==> src/rtl/exe_multicycle_ctrl.sv <==
// Execute-stage sequencer for the shared iterative MUL/SIN/COS unit: latches the
// operation, launches the unit, stalls the pipeline and hands a one-cycle result to writeback.
module exe_multicycle_ctrl #(
  parameter int unsigned DATA_W     = 32,
  parameter int unsigned MAX_CYCLES = 32,
  parameter int unsigned CNT_W      = 6
) (
  input  logic              clk,
  input  logic              rst_n,
  input  logic              req_i,
  input  logic [1:0]        op_i,
  input  logic [DATA_W-1:0] a_i,
  input  logic [DATA_W-1:0] b_i,
  input  logic              flush_i,
  output logic              unit_start_o,
  output logic              unit_abort_o,
  output logic [1:0]        unit_op_o,
  output logic [DATA_W-1:0] unit_a_o,
  output logic [DATA_W-1:0] unit_b_o,
  input  logic              unit_done_i,
  input  logic [DATA_W-1:0] unit_result_i,
  output logic              stall_o,
  output logic [DATA_W-1:0] result_o,
  output logic              result_valid_o,
  output logic              err_o,
  input  logic              err_clr_i
);

  typedef enum logic [1:0] {StIdle, StIssue, StWait, StDone} state_e;

  localparam logic [CNT_W-1:0] CntLast = CNT_W'(MAX_CYCLES - 1);

  state_e            r_state, w_state_d;
  logic [1:0]        r_op, w_op_d;
  logic [DATA_W-1:0] r_a, w_a_d;
  logic [DATA_W-1:0] r_b, w_b_d;
  logic [DATA_W-1:0] r_result, w_result_d;
  logic [CNT_W-1:0]  r_cnt, w_cnt_d;
  logic              r_err, w_err_d;
  logic              w_accept;
  logic              w_timeout;

  assign w_accept = req_i && (op_i != 2'b00) && !flush_i;

  always_comb begin
    w_state_d      = r_state;
    w_op_d         = r_op;
    w_a_d          = r_a;
    w_b_d          = r_b;
    w_result_d     = r_result;
    w_cnt_d        = r_cnt;
    w_timeout      = 1'b0;
    unit_start_o   = 1'b0;
    unit_abort_o   = 1'b0;
    stall_o        = 1'b0;
    result_valid_o = 1'b0;

    unique case (r_state)
      StIdle: begin
        stall_o = w_accept;
        if (w_accept) begin
          w_op_d    = op_i;
          w_a_d     = a_i;
          w_b_d     = b_i;
          w_state_d = StIssue;
        end
      end
      StIssue: begin
        stall_o = 1'b1;
        w_cnt_d = '0;
        if (flush_i) begin
          w_state_d = StIdle;
        end else begin
          unit_start_o = 1'b1;
          w_state_d    = StWait;
        end
      end
      StWait: begin
        stall_o = 1'b1;
        w_cnt_d = r_cnt + 1'b1;
        // Flush beats done, and done beats the watchdog.
        if (flush_i) begin
          unit_abort_o = 1'b1;
          w_state_d    = StIdle;
        end else if (unit_done_i) begin
          w_result_d = unit_result_i;
          w_state_d  = StDone;
        end else if (r_cnt == CntLast) begin
          w_timeout    = 1'b1;
          unit_abort_o = 1'b1;
          w_result_d   = '0;
          w_state_d    = StDone;
        end
      end
      StDone: begin
        // The held request is the instruction just serviced, so it is not re-accepted.
        result_valid_o = !flush_i;
        w_state_d      = StIdle;
      end
    endcase

    w_err_d = w_timeout | (r_err & ~err_clr_i);
  end

  always_ff @(posedge clk or negedge rst_n) begin
    if (!rst_n) begin
      r_state  <= StIdle;
      r_op     <= 2'b00;
      r_a      <= '0;
      r_b      <= '0;
      r_result <= '0;
      r_cnt    <= '0;
      r_err    <= 1'b0;
    end else begin
      r_state  <= w_state_d;
      r_op     <= w_op_d;
      r_a      <= w_a_d;
      r_b      <= w_b_d;
      r_result <= w_result_d;
      r_cnt    <= w_cnt_d;
      r_err    <= w_err_d;
    end
  end

  assign unit_op_o = r_op;
  assign unit_a_o  = r_a;
  assign unit_b_o  = r_b;
  assign result_o  = r_result;
  assign err_o     = r_err;

endmodule

==> config.mk <==
export PLATFORM = sky130hd
export DESIGN_NAME = exe_multicycle_ctrl
export DESIGN_NICKNAME = d
export VERILOG_FILES = /design/src/rtl/exe_multicycle_ctrl.sv
export SDC_FILE = /design/constraint.sdc
export NUM_CORES = 1
export LEC_CHECK = 0
export ABC_AREA = 1
export BUFFER_PORTS_ARGS = -buffer_cell sky130_fd_sc_hd__buf_2
export CORE_MARGIN = 3
export CORE_UTILIZATION = 42
export DETAILED_ROUTE_END_ITERATION = 16
export HOLD_SLACK_MARGIN = 0.05
export PLACE_DENSITY = 0.78
export SYNTH_ARGS = -nofsm -noshare
export SYNTH_HDL_FRONTEND = slang
export SYNTH_SLANG_ARGS = --single-unit
==> constraint.sdc <==
create_clock -name clk -period 1.6 [get_ports clk]
set_input_delay 0.24 -clock clk [delete_from_list [all_inputs] [get_ports clk]]
set_output_delay 0.24 -clock clk [all_outputs]
set_load 0.005 [all_outputs]
# Word level (Yosys, flattened, before mapping)

Index checks and enable logic that the tools add are counted.

Add/sub/neg operators: 1
Eq/ne operators: 6
Multiplexer cells: 19
Bitwise gates (word level): 4
Reduce and logical (&&, ||, !) cells: 11

Operator list:

| cell                | count |
|---|---|
| $mux 32             | 2 |
| $pmux 6 s2          | 1 |
| $mux 2              | 5 |
| $mux 1              | 9 |
| $pmux 2 s4          | 1 |
| $add 6x1->6 const B | 1 |
| $eq 6x5->1 const B  | 1 |
| $reduce_bool 2->1   | 3 |
| $eq 2x2->1 const B  | 2 |
| $ne 4x4->1 const B  | 1 |
| $reduce_and 2->1    | 2 |
| $reduce_and 3->1    | 1 |
| $eq 2x1->1 const B  | 1 |
| $logic_and 1x1->1   | 2 |
| $logic_not 2->1     | 1 |
| $ne 2x2->1 const B  | 1 |
| $not 1->1           | 2 |
| $pmux 1 s2          | 1 |
| $reduce_or 2->1     | 1 |
| $and 1x1->1         | 1 |
| $logic_not 1->1     | 1 |
| $or 1x1->1          | 1 |

Flip-flop bits (word level): 107
Input port bits: 104
Logic and storage cells: 48

# Depth between registers and ports, before layout

Gate-level depths: netlist of the first run.

Depth in word-level cells: 6
Gate-level depth with buffers: 9
Depth with buffers taken out: 8

# Worst setup path before layout of the first run

Ideal clock, no wire load.

Kind: register -> register
Start point: register r_state[0]
End point: register r_result[10] (netlist: result_o[10])
Setup time: 117 ps
Arrival: 1379 ps
Data required time: 1483 ps
Path slack: 104 ps
Cell stages (with the launch flop): 9
Clock period less this slack: 1496 ps
Path through: dfrtp_1 > inv_1 > ha_1 > inv_2 > nor2_2 > nand2_1 > buf_2 > nand2_1 > nand2_1

Word-level cells in the longest chain between the ends: 2

Ends and longest elaborated chain:

| element                           | RTL line | RTL |
|---|---|---|
| start, declared                   | 33       | `state_e r_state, w_state_d;` |
| start signal, assigned            | 107      | `r_state <= StIdle;` |
| start signal, assigned            | 115      | `r_state <= w_state_d;` |
| $eq 2x2->1                        | 58       | `unique case (r_state)` |
| $reduce_and 3->1 (no source line) | n/a      |  |
| end signal, assigned              | 119      | `r_result <= w_result_d;` |
| end, declared                     | 37       | `logic [DATA_W-1:0] r_result, w_result_d;` |

Every way passes these cells.
A chain may end at the register's enable or synchronous reset.

# Worst setup path after layout of the first run

Start point: register r_cnt[0]
End point: register r_err (netlist: err_o)

Word-level cells in the longest chain between the ends: 6

Ends and longest elaborated chain:

| element                | RTL line | RTL |
|---|---|---|
| start, declared        | 38       | `logic [CNT_W-1:0] r_cnt, w_cnt_d;` |
| start signal, assigned | 120      | `r_cnt <= w_cnt_d;` |
| $eq 6x5->1             | 88       | `end else if (r_cnt == CntLast) begin` |
| $mux 1                 | 88       |  |
| $mux 1                 | 85       | `end else if (unit_done_i) begin` |
| $mux 1                 | 82       | `if (flush_i) begin` |
| $mux 1                 | 58       |  |
| $or 1x1->1             | 102      | `w_err_d = w_timeout \| (r_err & ~err_clr_i);` |
| net w_err_d            | 39       | `logic r_err, w_err_d;` |
| end signal, assigned   | 121      | `r_err <= w_err_d;` |
| end, declared          | 39       |  |

The timed path passes the listed nets, and every way through them passes these cells.

==> out/results.tsv, run 1 <==
stage	metric	value	unit
synth	synthTopCellsByArea	dfrtp_1 61%, nand2_1 13%, inv_1 6.8%	
cts	cts_buffer_depth	2	
worst_setup_path	cp_common_cell	buf_4	
sta	finalCritPeriodShare	106	%
cts	clkTransAtPathRegs	0.11	ns
layout	design_area	6050	sq um
global_routing	grt_max_degree	47	
synth	synth_top_area_share	61.0	%
global_routing	grtUsageTotal	18.5	%
pwr	peakVddDrop	0.726	mV
floorplan	dieArea	11700	sq um
layout	syn_to_final_growth	37.8	%
sta	worst_pin_slew	0.497	ns
drt	routed_wl	11200	microns
placed_design	hpwl	8360	microns
synth	synth_top_family_by_area	simple AND/OR/NAND/NOR gates	
synth	async_flop_share	100	%
floorplan	start_util	44.1	%
synth	ys_warn_count	0	
synth	synth_compound_area_share	8.41	%
worst_setup_path	path_cells	ha_2, nand2_2, nor2_4, nand3_2, buf_4, buf_6, buf_4, buf_4, buf_4, buf_4, o22ai_2	
drt	drtIter0Drc	252	
placed_design	place_ws	-0.000727	ns
synth	ys_seq_area_share	61.0	%
worst_setup_path	cp.required	1.89	ns
placed_design	finalWeightedCongestion	0.799	
floorplan	core.rowCount	36	
worst_setup_path	cp_slowest_cell	dfrtp_1	
floorplan	die_h	108	microns
cts	clk_latency	0.36	ns
drt	wl_per_cell	13.0	microns
global_routing	grt_antenna_before_repair	0	
sta	setup_tns	-0.256	ns
layout	antenna_cells	0	
status	violations	setup timing	
drt	vias_per_cell	4.66	
synth	synthSimpleGateAreaFrac	18.8	%
cts	clock-sinks	107	
worst_setup_path	crit_fanout	2	
sta	hold_viol_final	0	
synth	synth_top_area_cell	dfrtp_1	
floorplan	core	9950	sq um
worst_setup_path	worst-path-buf-inv	6	
placed_design	place_area	5690	sq um
sta	max_slew_margin	66.9	%
global_routing	grt_pass1_vias	3823	
synth	synthesis.nets	609	
synth	syn_area_per_cell	8.82	sq um
drt	route.detailed.drc	0	
layout	final_util	60.8	%
cts	cts.htree.levels	3	
worst_setup_path	critPathKind	flop to flop	
layout	multi_input_area	1360	sq um
synth	synth.distinct_cells	21	
layout	seq_area	2680	sq um
synth	synth-xor-area-share	0.399	%
synth	synthAdderAreaFrac	1.99	%
synth	synth-edff-count	0	
cts	cts_tree	done	
cts	clockRootBuffer	clkbuf_8	
layout	nets	836	
layout	fill_cells	833	
worst_hold_path	hp-class	primary input to flop	
sta	fmax	0.590	GHz
worst_setup_path	r2r_slack	-0.09	ns
sta	rsz0062_at_grt	yes	
drt	vias	4021	
sta	skew	0.0139	ns
placed_design	port_buffers	206	
sta	fin_ws	-0.0948	ns
worst_setup_path	end_kind	flop	
synth	synthMuxAreaShare	0	%
placed_design	placedCellCount	830	
synth	synth-seq-cells	107	
status	status	complete, but fails checks	
floorplan	io_pins	207	
synth	syn_area	4390	sq um
synth	syn_inst	498	
pwr	p_per_area	1630	nW/um^2
flow_run	drv_cap	0	
worst_setup_path	worstPathArrival	1.99	ns
worst_setup_path	cpPeakStageDelay	0.39	ns
worst_setup_path	cp-start-kind	flop	
sta	slew_violations	0	
cts	numCtsBuffers	9	
sta	min_period	1.69	ns
layout	drive_gt1_share	36.7	%
floorplan	die_x	108	microns
synth	synth_flop_cell	dfrtp_1	
layout	stdcell_count	863	
global_routing	grt_pass1_wl	17200	microns
pwr	total_leakage_power	0.00357	uW
drt	antenna_left	0	
global_routing	gr-total-overflow	0	
drt	first_pass_iters	4	
worst_setup_path	critical-path-top-delay-family	buffers and inverters	
sta	finalSetupViolations	4	
==> worst reg2reg max path, delay by kind of cell, from the launching register on <==
| family | cells | cell delay (ns) |
|---|---|---|
| flops | 1 | 0.39 |
| buf+inv | 6 | 0.73 |
| simple gates | 3 | 0.26 |
| fa+ha+maj | 1 | 0.20 |
| compound gates | 1 | 0.07 |
==> synthesized netlist by cell type, types with 2 or more instances <==
library cell	number
buf_2	14
dfrtp_1	107
o21ai_0	32
inv_1	80
o21ai_1	34
nand2_1	147
a21oi_1	5
inv_2	2
nor2_1	13
ha_1	7
nand3_1	39
clkbuf_1	9
==> registers in the layout (all words and copies together) (netlist names) <==
name	cells
result_o	32
unit_b_o	32
unit_op_o	2
r_state	2
unit_a_o	32
r_cnt	6
err_o	1
==> where the power goes <==
| part | internal, uW | switching (uW) | leakage (uW) |
|---|---|---|---|
| logic | 1890 | 1960 | 0.00215 |
| clock network | 567 | 876 | 0.0000726 |
| registers | 3940 | 644 | 0.00135 |
| total | 6400 | 3480 | 0.00357 |
==> layout make-up <==
type / instances / area share (%)
sequential: 107 / 44.2
clock inverter: 4 / 0.455
inverter: 82 / 5.13
clock buffer: 12 / 2.23
timing repair buffer: 240 / 22.7
tap: 133 / 2.75
multi-input combinational: 285 / 22.5
==> layer usage <==
| metal | part of all wire [%] | global-route usage [%] | vias up |
|---|---|---|---|
| met4 | 2.3 | 7.57 | 0 |
| met5 | 0 | 0 | - |
| met2 | 51 | 32.9 | 149 |
| met3 | 6.6 | 3.28 | 23 |
| met1 | 40 | 22.2 | 1868 |
| li1 | - | - | 1981 |
==> cell usage in the layout, fill, tap and decap left out, drive strengths merged <==
| master | Yosys | layout |
|---|---|---|
| or2 | 1 | 1 |
| xnor2 | 1 | 1 |
| nor3 | 1 | 1 |
| o21ai | 66 | 66 |
| nor2 | 14 | 14 |
| dlygate4sd3 | 0 | 2 |
| nand3 | 40 | 40 |
| nand2 | 147 | 147 |
| xor2 | 1 | 1 |
| dfrtp | 107 | 107 |
| clkinvlp | 0 | 3 |
| clkinv | 0 | 1 |
| buf | 15 | 238 |
| clkbuf | 9 | 12 |
| o21bai | 1 | 1 |
| ha | 7 | 7 |
| inv | 82 | 82 |
| a21oi | 5 | 5 |
| o22ai | 1 | 1 |
==> metrics by stage <==
step                      total power, uW  hold WS, ns
final                                9870        0.103
after global routing                10700       0.0926
after CTS                            9820       0.0892
after detailed placement             8260        0.244
after global placement               8060        0.239
after floorplan                      6230      -0.0556
==> cells by family (layout without fill, tap and decap cells) <==
kind of cell | after synthesis | in the layout
simple gates | 203 | 203
flops | 107 | 107
buf+inv | 106 | 338
compound gates | 73 | 73
fa+ha+maj | 7 | 7
xor+xnor | 2 | 2
==> worst paths after layout <==
check                      cells after the start           end         startpoint
max in group asynchronous                      3   unit_a_o[2]              rst_n
min in group asynchronous                      2   result_o[5]              rst_n
min reg2reg                                    2   result_o[6]        result_o[6]
min                                            3  result_o[31]  unit_result_i[31]
max reg2reg                                   11         err_o           r_cnt[0]
max                                           11         err_o           r_cnt[0]
==> repair_timing <==
action | 4_1_cts | 5_1_grt
setup buffers | 9 | 6
setup endpoints to repair | 7 | 36
hold buffers | 2 | 0
hold endpoints to repair | 32 | 0
pin swaps | 3 | 6
gates resized for setup | 12 | 8
Note: power is estimated with default switching activity, not from simulation.
==> run 2: changes to the inputs <==
- REMOVE_ABC_BUFFERS: unset -> 1
- SETUP_SLACK_MARGIN: unset -> 0.15
==> run 2 against run 1 <==
Power increased by 5.9%. Global-route usage is 0.13 points higher. Largest power group unchanged. Sequential power hardly changed. Largest cell class unchanged. Fmax is 5.0% lower. The flow still finishes with violations (setup timing). First-iteration DRC count decreased by 19%. Clock-buffer cell count is the same. Non-clock buffer count fell by 8. Cell area grew 1.7%. Critical endpoint is now unit_abort_o. Hold slack better by 0.0033 ns. Clock skew rose by 0.0013 ns. Final cell count decreased by 0.93%. Critical path type is now flop to primary output.
==> out/results.tsv, run 2 (synthesized netlist as in run 1, its figures left out) <==
stage	metric	value	unit	change
placed_design	port_buffers	206		unchanged
worst_setup_path	cp_slowest_cell	dfrtp_1		
layout	seq_area	2680	sq um	unchanged
flow_run	drv_cap	0		unchanged
layout	final_common_cell	buf_2		
layout	drive_gt1_share	37.4	%	+0.68 points
layout	syn_to_final_growth	40.2	%	
drt	route.detailed.drc	0		unchanged
cts	numCtsBuffers	9		unchanged
worst_hold_path	min_to	result_o[24]		
worst_hold_path	hold_path_depth	3		unchanged
worst_setup_path	worst-path-buf-inv	1		-5
worst_setup_path	end_kind	primary output		
sta	hold_viol_final	0		unchanged
drt	wl_per_cell	14.0	microns	+7.7%
layout	multi_input_area	1400	sq um	+3.1%
sta	finalCritPeriodShare	112	%	+5.6 points
worst_hold_path	hp-class	primary input to flop		
sta	fmax	0.560	GHz	-5.0%
cts	clk_latency	0.36	ns	about the same
worst_setup_path	r2r_slack	0.06	ns	+0.15 ns
worst_setup_path	r2r-end	r_cnt[5]		
layout	final_util	61.8	%	+1.0 points
floorplan	dieArea	11700	sq um	unchanged
pwr	finalPower	10500	uW	+5.9%
sta	max_slew_margin	62.9	%	-4.0 points
sta	worst_pin_slew	0.557	ns	+0.0595 ns
global_routing	grt_pass1_vias	3735		-2.3%
cts	cts_buffer_depth	2		unchanged
layout	mostFrequentLayoutCells	205 x buf_2, 144 x nand2_1, 107 x dfrtp_1		
layout	nets	828		-0.96%
worst_setup_path	critPathKind	flop to primary output		
floorplan	core.rowCount	36		unchanged
drt	vias_per_cell	4.67		+0.33%
layout	fill_cells	828		-0.60%
drt	drtIter0Drc	205		-19%
floorplan	die_h	108	microns	unchanged
global_routing	grt_max_degree	108		+130%
floorplan	start_util	44.1	%	unchanged
layout	antenna_cells	0		unchanged
status	violations	setup timing		
placed_design	finalWeightedCongestion	0.895		+12%
sta	min_period	1.78	ns	+0.0894 ns
layout	design_area	6150	sq um	+1.7%
worst_hold_path	min_from	unit_result_i[24]		
global_routing	grt_pass1_wl	17500	microns	+1.4%
sta	finalSetupViolations	3		-1
global_routing	gr-total-overflow	0		unchanged
drt	antenna_left	0		unchanged
placed_design	hpwl	8060	microns	-3.5%
pwr	p_per_area	1700	nW/um^2	+4.1%
drt	first_pass_iters	4		unchanged
worst_setup_path	path_cells	ha_2, nand2_2, nor2_4, nand3_2, a21oi_2, buf_2		
placed_design	place_area	5630	sq um	-1.1%
pwr	peakVddDrop	0.695	mV	-4.4%
cts	cts.htree.levels	3		unchanged
status	status	complete, but fails checks		
sta	rsz0062_at_grt	yes		
worst_setup_path	cp-start-kind	flop		
drt	vias	3997		-0.60%
floorplan	io_pins	207		unchanged
worst_setup_path	cpPeakStageDelay	0.39	ns	about the same
cts	clock-sinks	107		unchanged
worst_setup_path	worstPathArrival	1.54	ns	-0.45 ns
worst_setup_path	reg2reg_depth	8		-3
cts	cts_tree	done		
sta	skew	0.0152	ns	+0.00128 ns
sta	fin_ws	-0.184	ns	-0.0894 ns
worst_setup_path	r2r-start	r_state[0]		
global_routing	grtUsageTotal	18.6	%	+0.13 points
global_routing	grt_antenna_before_repair	0		unchanged
sta	setup_tns	-0.321	ns	-0.0642 ns
worst_setup_path	crit_fanout	2		unchanged
drt	routed_wl	12000	microns	+6.7%
floorplan	core	9950	sq um	unchanged
worst_setup_path	cp.required	1.36	ns	-0.53 ns
sta	slew_violations	0		unchanged
sta	holdWs	0.106	ns	+0.00335 ns
pwr	total_leakage_power	0.00361	uW	+1.1%
floorplan	die_x	108	microns	unchanged
cts	clockRootBuffer	clkbuf_8		
worst_setup_path	critical-path-top-delay-family	flip-flops		
cts	clkTransAtPathRegs	0.11	ns	about the same
-- run 2: cell types whose count changed in the layout (fill, tap and decap cells not counted), sizes merged --
cell      previous run  this run
bufinv               0         2
clkinvlp             3         1
clkbuf              12        14
buf                238       228
-- run 2: metrics by stage --
| stage | setup WS (ns) | instances |
|---|---|---|
| after floorplan | -1.06 | 474 |
| after CTS | -0.138 | 846 |
| after global placement | 0.118 | 823 |
| after global routing | -0.247 | 855 |
| final | -0.184 | 855 |
| after detailed placement | 0.0221 | 823 |
-- run 2: where the power goes --
group          internal, uW  total, uW  switching, uW  leakage (uW)
registers              3940       4610            665       0.00135
logic                  1950       3990           2040       0.00215
clock network           967       1850            888      0.000113
-- run 2: tightest hold or removal path, cell delays in order --
cell and delay, ns:
buf_2 0.07, nand3_1 0.06, nand2_1 0.06
-- run 2: worst max path at each step --
stage               start            to  slack (ns)  depth (start not counted)
4_1_cts          r_cnt[1]  unit_abort_o       -0.14                          6
3_5_place_dp   r_state[1]      r_cnt[5]        0.02                          6
5_1_grt          r_cnt[1]  unit_abort_o       -0.25                          6
3_3_place_gp   r_state[1]      r_cnt[5]        0.12                          6
2_1_floorplan  r_state[0]       stall_o       -1.06                          4
6_report         r_cnt[0]  unit_abort_o       -0.18                          6
-- run 2: area by class of cell --
type | count | share of cell area (%)
flip-flops and latches | 107 | 43.5
clock inverters | 4 | 1.18
inverters | 82 | 5.04
multi-input cells | 285 | 22.8
well taps | 133 | 2.70
repair buffers | 232 | 22.3
clock buffers | 12 | 2.52
-- run 2: timing repair --
item / CTS / global route
endpoints found under the setup margin: 84 / 58
hold endpoints to repair: 108 / 0
pin swaps: 2 / 7
resized for setup: 12 / 30
setup buffers: 5 / 6
hold buffers: 2 / 0
cloned: 0 / 3
-- run 2: per-layer routing --
metal / vias to the layer above / wire [microns] / global-route usage [%]
met5: - / 0 / 0
met4: 0 / 212 / 6.85
li1: 1965 / - / -
met2: 153 / 5930 / 31.3
met3: 23 / 868 / 4.30
met1: 1856 / 4970 / 23.6
